### src/rtl/alu_issue_stage.sv
// Two-register issue/retire stage in front of the combinational ALU and Shifter.
// Stage 1 drives both units; stage 2 captures the selected result, flags and tag.
module alu_issue_stage #(
  parameter int TAG_W = 4
) (
  input  logic             clk,
  input  logic             rst_n,
  input  logic             in_valid,
  output logic             in_ready,
  input  logic [3:0]       in_funct,
  input  logic [31:0]      in_a,
  input  logic [31:0]      in_b,
  input  logic [TAG_W-1:0] in_tag,
  output logic [31:0]      alu_src1,
  output logic [31:0]      alu_src2,
  output logic             alu_invert_a,
  output logic             alu_invert_b,
  output logic [1:0]       alu_operation,
  input  logic [31:0]      alu_result,
  input  logic             alu_zero,
  input  logic             alu_overflow,
  output logic             sft_left_right,
  output logic [4:0]       sft_shamt,
  output logic [31:0]      sft_src,
  input  logic [31:0]      sft_result,
  output logic             out_valid,
  input  logic             out_ready,
  output logic [31:0]      out_result,
  output logic             out_zero,
  output logic             out_overflow,
  output logic             out_illegal,
  output logic [TAG_W-1:0] out_tag,
  output logic [7:0]       ops_done
);

  typedef struct packed {
    logic       inv_a;
    logic       inv_b;
    logic [1:0] op;
    logic       is_shift;
    logic       left_right;
    logic       illegal;
  } dec_t;

  dec_t             dec, s1_dec;
  logic [31:0]      s1_a, s1_b;
  logic [TAG_W-1:0] s1_tag;
  logic [2:1]       vld_pipe;
  logic             adv2, accept, retire;
  logic [31:0]      s2_result_d;
  logic             s2_zero_d, s2_ovf_d;

  always_comb begin
    dec = '0;
    unique case (in_funct)
      4'b0000: dec.op = 2'b00;
      4'b0001: dec.op = 2'b01;
      4'b0010: dec.op = 2'b10;
      4'b0110: begin dec.inv_b = 1'b1; dec.op = 2'b10; end
      4'b0111: begin dec.inv_b = 1'b1; dec.op = 2'b11; end
      4'b1100: begin dec.inv_a = 1'b1; dec.inv_b = 1'b1; dec.op = 2'b00; end
      4'b1101: begin dec.inv_a = 1'b1; dec.inv_b = 1'b1; dec.op = 2'b01; end
      4'b1000: begin dec.is_shift = 1'b1; dec.left_right = 1'b1; end
      4'b1001: dec.is_shift = 1'b1;
      default: dec.illegal = 1'b1;
    endcase
  end

  // in_ready looks through to out_ready so a full pipe still streams at 1 op/cycle
  assign adv2     = vld_pipe[1] && (!vld_pipe[2] || out_ready);
  assign in_ready = !vld_pipe[1] || adv2;
  assign accept   = in_valid && in_ready;
  assign retire   = vld_pipe[2] && out_ready;

  assign alu_src1       = s1_a;
  assign alu_src2       = s1_b;
  assign alu_invert_a   = s1_dec.inv_a;
  assign alu_invert_b   = s1_dec.inv_b;
  assign alu_operation  = s1_dec.op;
  assign sft_left_right = s1_dec.left_right;
  assign sft_shamt      = s1_b[4:0];
  assign sft_src        = s1_a;

  always_comb begin
    s2_result_d = alu_result;
    s2_zero_d   = alu_zero;
    s2_ovf_d    = alu_overflow;
    if (s1_dec.illegal) begin
      s2_result_d = '0;
      s2_zero_d   = 1'b1;
      s2_ovf_d    = 1'b0;
    end else if (s1_dec.is_shift) begin
      s2_result_d = sft_result;
      s2_zero_d   = (sft_result == '0);
      s2_ovf_d    = 1'b0;
    end
  end

  assign out_valid = vld_pipe[2];

  always_ff @(posedge clk) begin
    if (!rst_n) begin
      vld_pipe     <= '0;
      s1_a         <= '0;
      s1_b         <= '0;
      s1_dec       <= '0;
      s1_tag       <= '0;
      out_result   <= '0;
      out_zero     <= 1'b0;
      out_overflow <= 1'b0;
      out_illegal  <= 1'b0;
      out_tag      <= '0;
      ops_done     <= '0;
    end else begin
      if (accept) begin
        vld_pipe[1] <= 1'b1;
        s1_a        <= in_a;
        s1_b        <= in_b;
        s1_dec      <= dec;
        s1_tag      <= in_tag;
      end else if (adv2) begin
        vld_pipe[1] <= 1'b0;
      end
      if (adv2) begin
        vld_pipe[2]  <= 1'b1;
        out_result   <= s2_result_d;
        out_zero     <= s2_zero_d;
        out_overflow <= s2_ovf_d;
        out_illegal  <= s1_dec.illegal;
        out_tag      <= s1_tag;
      end else if (retire) begin
        vld_pipe[2] <= 1'b0;
      end
      if (retire) ops_done <= ops_done + 8'd1;
    end
  end

endmodule

### config.mk
export PLATFORM = sky130hd
export DESIGN_NAME = alu_issue_stage
export DESIGN_NICKNAME = d
export VERILOG_FILES = /design/src/rtl/alu_issue_stage.sv
export SDC_FILE = /design/constraint.sdc
export NUM_CORES = 1
export LEC_CHECK = 0
export BUFFER_PORTS_ARGS = -buffer_cell sky130_fd_sc_hd__buf_2
export CAP_MARGIN = 30
export CORE_ASPECT_RATIO = 0.75
export CORE_MARGIN = 5
export CORE_UTILIZATION = 49
export CTS_BUF_LIST = sky130_fd_sc_hd__clkbuf_16
export DETAILED_ROUTE_END_ITERATION = 10
export PLACE_DENSITY_LB_ADDON = 0.08
export SLEW_MARGIN = 20
export SYNTH_ARGS = -nofsm -noshare
export SYNTH_HDL_FRONTEND = slang
export SYNTH_SLANG_ARGS = --single-unit
### constraint.sdc
create_clock -name clk -period 2.45 [get_ports clk]
set_input_delay 0.245 -clock clk [delete_from_list [all_inputs] [get_ports clk]]
set_output_delay 0.245 -clock clk [all_outputs]
set_load 0.02 [all_outputs]
==> Word-level counts from Yosys, hierarchy flattened <==
Cells that the tools add are included.
{ "word_totals": {"word_cells": 59, "out_inout_bits": 155, "reg_bits": 124, "inputBits": 142} }
{ "classes": {"n_mux": 16, "reduce_logical": 17, "n_eq_ne": 8, "addsub": 1} }
{ "op_table": {"columns": ["operator", "n"], "rows": [
  ["2-to-1 mux 32 bit", 2],
  ["zero test 32 bit", 1],
  ["equality test 4 bit, second input constant", 4],
  ["2-to-1 mux 1 bit", 13],
  ["OR reduction 9 bit", 1],
  ["adder 8 x 1 -> 8 bit, second input constant", 1],
  ["equality test 4 x 3 -> 1 bit, second input constant", 2],
  ["OR reduction 2 bit", 4],
  ["one-hot mux 2 bit (3 select lines)", 1],
  ["equality test 4 x 1 -> 1 bit, second input constant", 1],
  ["equality test 4 x 2 -> 1 bit, second input constant", 1],
  ["zero test 4 bit", 1],
  ["nonzero test 2 bit", 2],
  ["OR reduction 4 bit", 1],
  ["logical AND 1 bit", 3],
  ["zero test 1 bit", 2],
  ["logical OR 1 bit", 2]
]} }

==> Logic depth before layout (Yosys ltp) <==
{ "logic_depth": {"word_depth": 6, "mapped_depth": 6, "depth_no_buf": 4} }

==> Least setup slack after synthesis <==
OpenSTA, ideal clock, no wires.
{ "synth_timing": {"path_type": "register to register", "start": "register vld_pipe[2] (netlist name)", "end": "register s1_b[10], in the netlist alu_src2[10]", "required_time_ns": 2.328, "path_buffers": 2, "arrival_ns": 1.375, "setup_slack_ns": 0.953, "stages_incl_launch_ff": 7, "cell_sequence": "dfxtp_1 -> nand3b_2 -> and2_1 -> buf_4 -> buf_4 -> nand2_1 -> a21boi_0"} }
{ "synth_between": {"elab_chain_len": 5} }
{ "synth_lines": {"columns": ["element", "line", "text"], "rows": [
  ["from (decl)", "48", "logic [2:1] vld_pipe;"],
  ["zero test 1 bit", "70", "assign adv2 = vld_pipe[1] && (!vld_pipe[2] || out_ready);"],
  ["logical OR 1 bit", "70", null],
  ["logical AND 1 bit", "70", null],
  ["logical OR 1 bit", "71", "assign in_ready = !vld_pipe[1] || adv2;"],
  ["named net in_ready", "9", "output logic in_ready,"],
  ["logical AND 1 bit", "72", "assign accept = in_valid && in_ready;"],
  ["to (signal assigned)", "118", "s1_b <= in_b;"],
  ["to (decl)", "46", "logic [31:0] s1_a, s1_b;"]
]} }
The timed path passes the listed nets, and every way through them passes these cells.
A chain may end at the register's enable or synchronous reset.

==> Final worst setup path <==
{ "layout_timing": {"start": "register vld_pipe[2] (netlist name)", "end": "register s1_b[9], in the netlist alu_src2[9]"} }
{ "layout_between": {"elab_chain_len": 5} }
{ "layout_lines": {"columns": ["element", "line"], "rows": [
  ["zero test 1 bit", "70"],
  ["logical OR 1 bit", "70"],
  ["logical AND 1 bit", "70"],
  ["logical OR 1 bit", "71"],
  ["logical AND 1 bit", "72"]
]} }
No other way between the ends.

==> results.txt <==
- Result of the run: complete, no violations
- Fin Hold WS: 0.0814 ns
* Pre-antenna DRT Iters: 5
* Worst Max-Slew Pin Slew: 0.729 ns
- Level count of the clock H-tree: 4
- After detailed placement, the total cell area comes to 6770 µm².
* P_leak: roughly 3.5 nW
- Of the synthesized area, sequential elements account for around 45%.
- No sink is reached through more buffers than the 2 on the longest clock path.
* Most used flip-flop cell after synthesis: dfxtp_1
- Avg Inst Size Synth: 8.66 µm²
- After global routing the overflow that remains totals 0.
- Number of standard cells after synthesis: about 640
- The initial utilization of the core area, before any placement, comes to about 51%.
- Across the VDD grid, the largest voltage drop is between 0.4 and 0.5 mV.
- Tot GR Track Use: between 20% and 30%
- Post-synth design cell area: 5580 µm²
- Floorplan die area: between 10,000 and 15,000 µm²
- Detailed routing inserted a total of roughly 5,100 vias.
- In this run the worst path has a maximum fanout of 50.
- Number of max-slew violations in the final report: 0
- Synthesis produced a netlist with a net count of a little under 800.
* Final Cell Area: approximately 7300 µm²
* Die height: roughly 100 µm
- Fin crit period: ~1.7 ns
- Number of hold violations in the final report: 0
* Setup repair after global routing missed its margin: false
- Ys async rst share: 0%
* Cell with the most instances after synthesis: nand2_1
- Routed length on met2: approximately 7400 µm
- Highest Clock Rate: about 570 MHz
- The worst pin sits at a relative slew slack of about half.
- After the flow finishes, the layout carries non-filler instances totaling a little over 1,000.
- Instance count after placement with tap cells included: between 1,000 and 1,500
- Post-layout nets: 1,025
- In the detailed route, the total length drawn on met3 is ~1400 µm.
* Register clock-pin slew on the reported worst setup and hold paths: ~0.050 ns
- TritonCTS built the clock tree.
- Total number of yosys warnings: 0
- Post-DP HPWL: roughly 12,000 µm
- Of the available clock period, the critical path in the final layout requires a little under three quarters.
- STA classifies the critical path endpoint as a flip-flop.
* Worst slack at placement: 0.657 ns
- CTS saw roughly 120 sinks.
- In this run the standard cell core region covers between 10,000 and 15,000 µm².
- Input and output buffers added on the ports amount to roughly 300.
- Highest metal layer with signal wires: met5
- Buffers added to address setup during post-CTS repair amount to 0.
- Maximum number of pins on one net before global-route repair: between 70 and 80
* Cell type with the largest total area after synthesis: dfxtp_1
- Antenna-violating nets left: 0
- Max-cap violations in this run came to 0.
- The number of antenna violations at the first check in global routing came to 1.
- The synthesized design contains 0 enable-type register cells.
- From left edge to right edge, the die measures ~130 µm.
- Number of placement rows: 33
* List of most frequent post-synthesis cells: nand2_1 (189), dfxtp_1 (124), a21boi_1 (69)
- The share of synthesized area in the top cell type comes to 44.5%.
- Area growth from synthesis to final layout: 30.6%
* Type of origin of the critical path: flip-flop
- After detailed routing, the number of remaining DRC violations is 0.
- The cell sitting at the root of the clock tree is a clkbuf_16.
- Final estimated routing congestion in global placement: between 0.9 and 1
- Wirelength per Cell: 14.7 µm
* M1 WL: just over 6000 µm
* Wire length of the first global-routing pass: roughly 24,000 µm
- The critical path in this run is classified as flip-flop to flip-flop.
- Flip-flop and latch count after synthesis: ~120
* Final critical-path setup slack: about 0.71 ns
- Iter 0 DRT Violations: 260
* Area contributors post-synth: dfxtp_1 (45%), nand2_1 (13%), a21boi_1 (9.3%), buf_4 (6.9%), a21boi_0 (6.3%)
- Routed wire length: around 15,000 µm
- Number of failing setup endpoints in the final timing report: 0
* Vias in the first global route: about 5,000
- Hold Buf Count CTS: 0
* # resized after CTS: 0
- Class of the tightest hold or removal check: input pin to flip-flop
- Dividing total power by cell area gives a power density of approximately 700 nW/µm².
* WP data arrival: a little over 2 ns
- Number of vias per cell after detailed routing: slightly below 5
- Number of placed I/O pins: about 300
- Distinct cell type count of the synthesized netlist: 36
* Critical path required time: 2.76 ns
- Clock insertion delay at the later pin of the skew report: 0.40 ns
- Fraction of layout cells with a size suffix above 1: a little under two fifths
- Across the routed clock network, the largest skew measured is around 0.0073 ns.
- After routing, the total negative slack on setup checks comes to 0 ns.
- The number of clock buffers added by TritonCTS is 17.
## state kept, by name (all words and copies together), names as in the netlist, 2 cells and up
name           cells
out_tag            4
alu_operation      2
out_result        32
s1_tag             4
ops_done           8
alu_src2          32
s1_dec             2
alu_src1          32
vld_pipe           2
## routing by layer
layer,GRT usage (%),vias up
met1,25.1,2330
met4,9.49,2
met5,0,-
li1,-,2585
met3,7.73,26
met2,36.9,188
## metrics by stage
step	utilization [%]	total power [mW]
2_1_floorplan	-	2.70
3_3_place_gp	61.4	2.93
3_5_place_dp	61.4	2.95
4_1_cts	66.1	5.14
5_1_grt	66.1	5.31
6_report	66.1	5.07
## worst max-delay path, cell delays in order, from the launching register on
cell      delay, ns
dfxtp_1        0.44
nand3b_2       0.15
nand2_2        0.44
buf_12         0.30
nand2_1        0.09
a21boi_0       0.20
## kinds of logic (layout without fill, tap and decap cells)
logic type | after synthesis | after routing | share of synthesized area [%]
xor gates and xnor gates | 8 | 8 | 1.26
adders and majority gates | 1 | 1 | 0.224
AOI/OAI and AO/OA | 125 | 125 | 16.6
other | 0 | 1 | 0
muxes | 32 | 32 | 5.74
and+or+nand+nor | 265 | 265 | 21.4
DFF | 124 | 124 | 44.5
buffers and inverters | 89 | 339 | 10.3
## layout make-up
cell class                      instances  area, µm²
Antenna cell                            1       2.50
Clock buffer                           17        425
Clock inverter                         14       90.1
Fill cell                             971       3740
Inverter                                5       18.8
Multi-Input combinational cell        431       2520
Sequential cell                       124       2480
Tap cell                              140        175
Timing Repair Buffer                  303       1570
## final timing paths
| path | from | end | slack [ns] | cells past startpoint |
|---|---|---|---|---|
| setup / recovery | vld_pipe[2]$_SDFFE_PN0P_ | alu_src2[9]$_SDFFE_PN0P_ | 0.71 | 5 |
| hold / removal | in_a[1] | alu_src1[1]$_SDFFE_PN0P_ | 0.08 | 3 |
| setup reg to reg | vld_pipe[2]$_SDFFE_PN0P_ | alu_src2[9]$_SDFFE_PN0P_ | 0.71 | 5 |
| hold reg to reg | out_result[31]$_SDFFE_PN0P_ | out_result[31]$_SDFFE_PN0P_ | 0.44 | 2 |
## placed cells by master, fill, tap and decap left out, drive strengths merged, types with 9 or more instances in the layout
cell type,count
clkbuf,17
a21boi,116
or3,35
nand2,191
mux2i,32
clkinv,9
buf,303
dfxtp,124
## power breakdown
group	leakage [nW]	switching [mW]	internal (mW)
logic	2.18	0.430	0.289
clock network	0.268	0.817	1.35
registers	1.02	0.0625	2.12
total	3.46	1.31	3.76
Note: power is estimated with default switching activity, not from simulation.
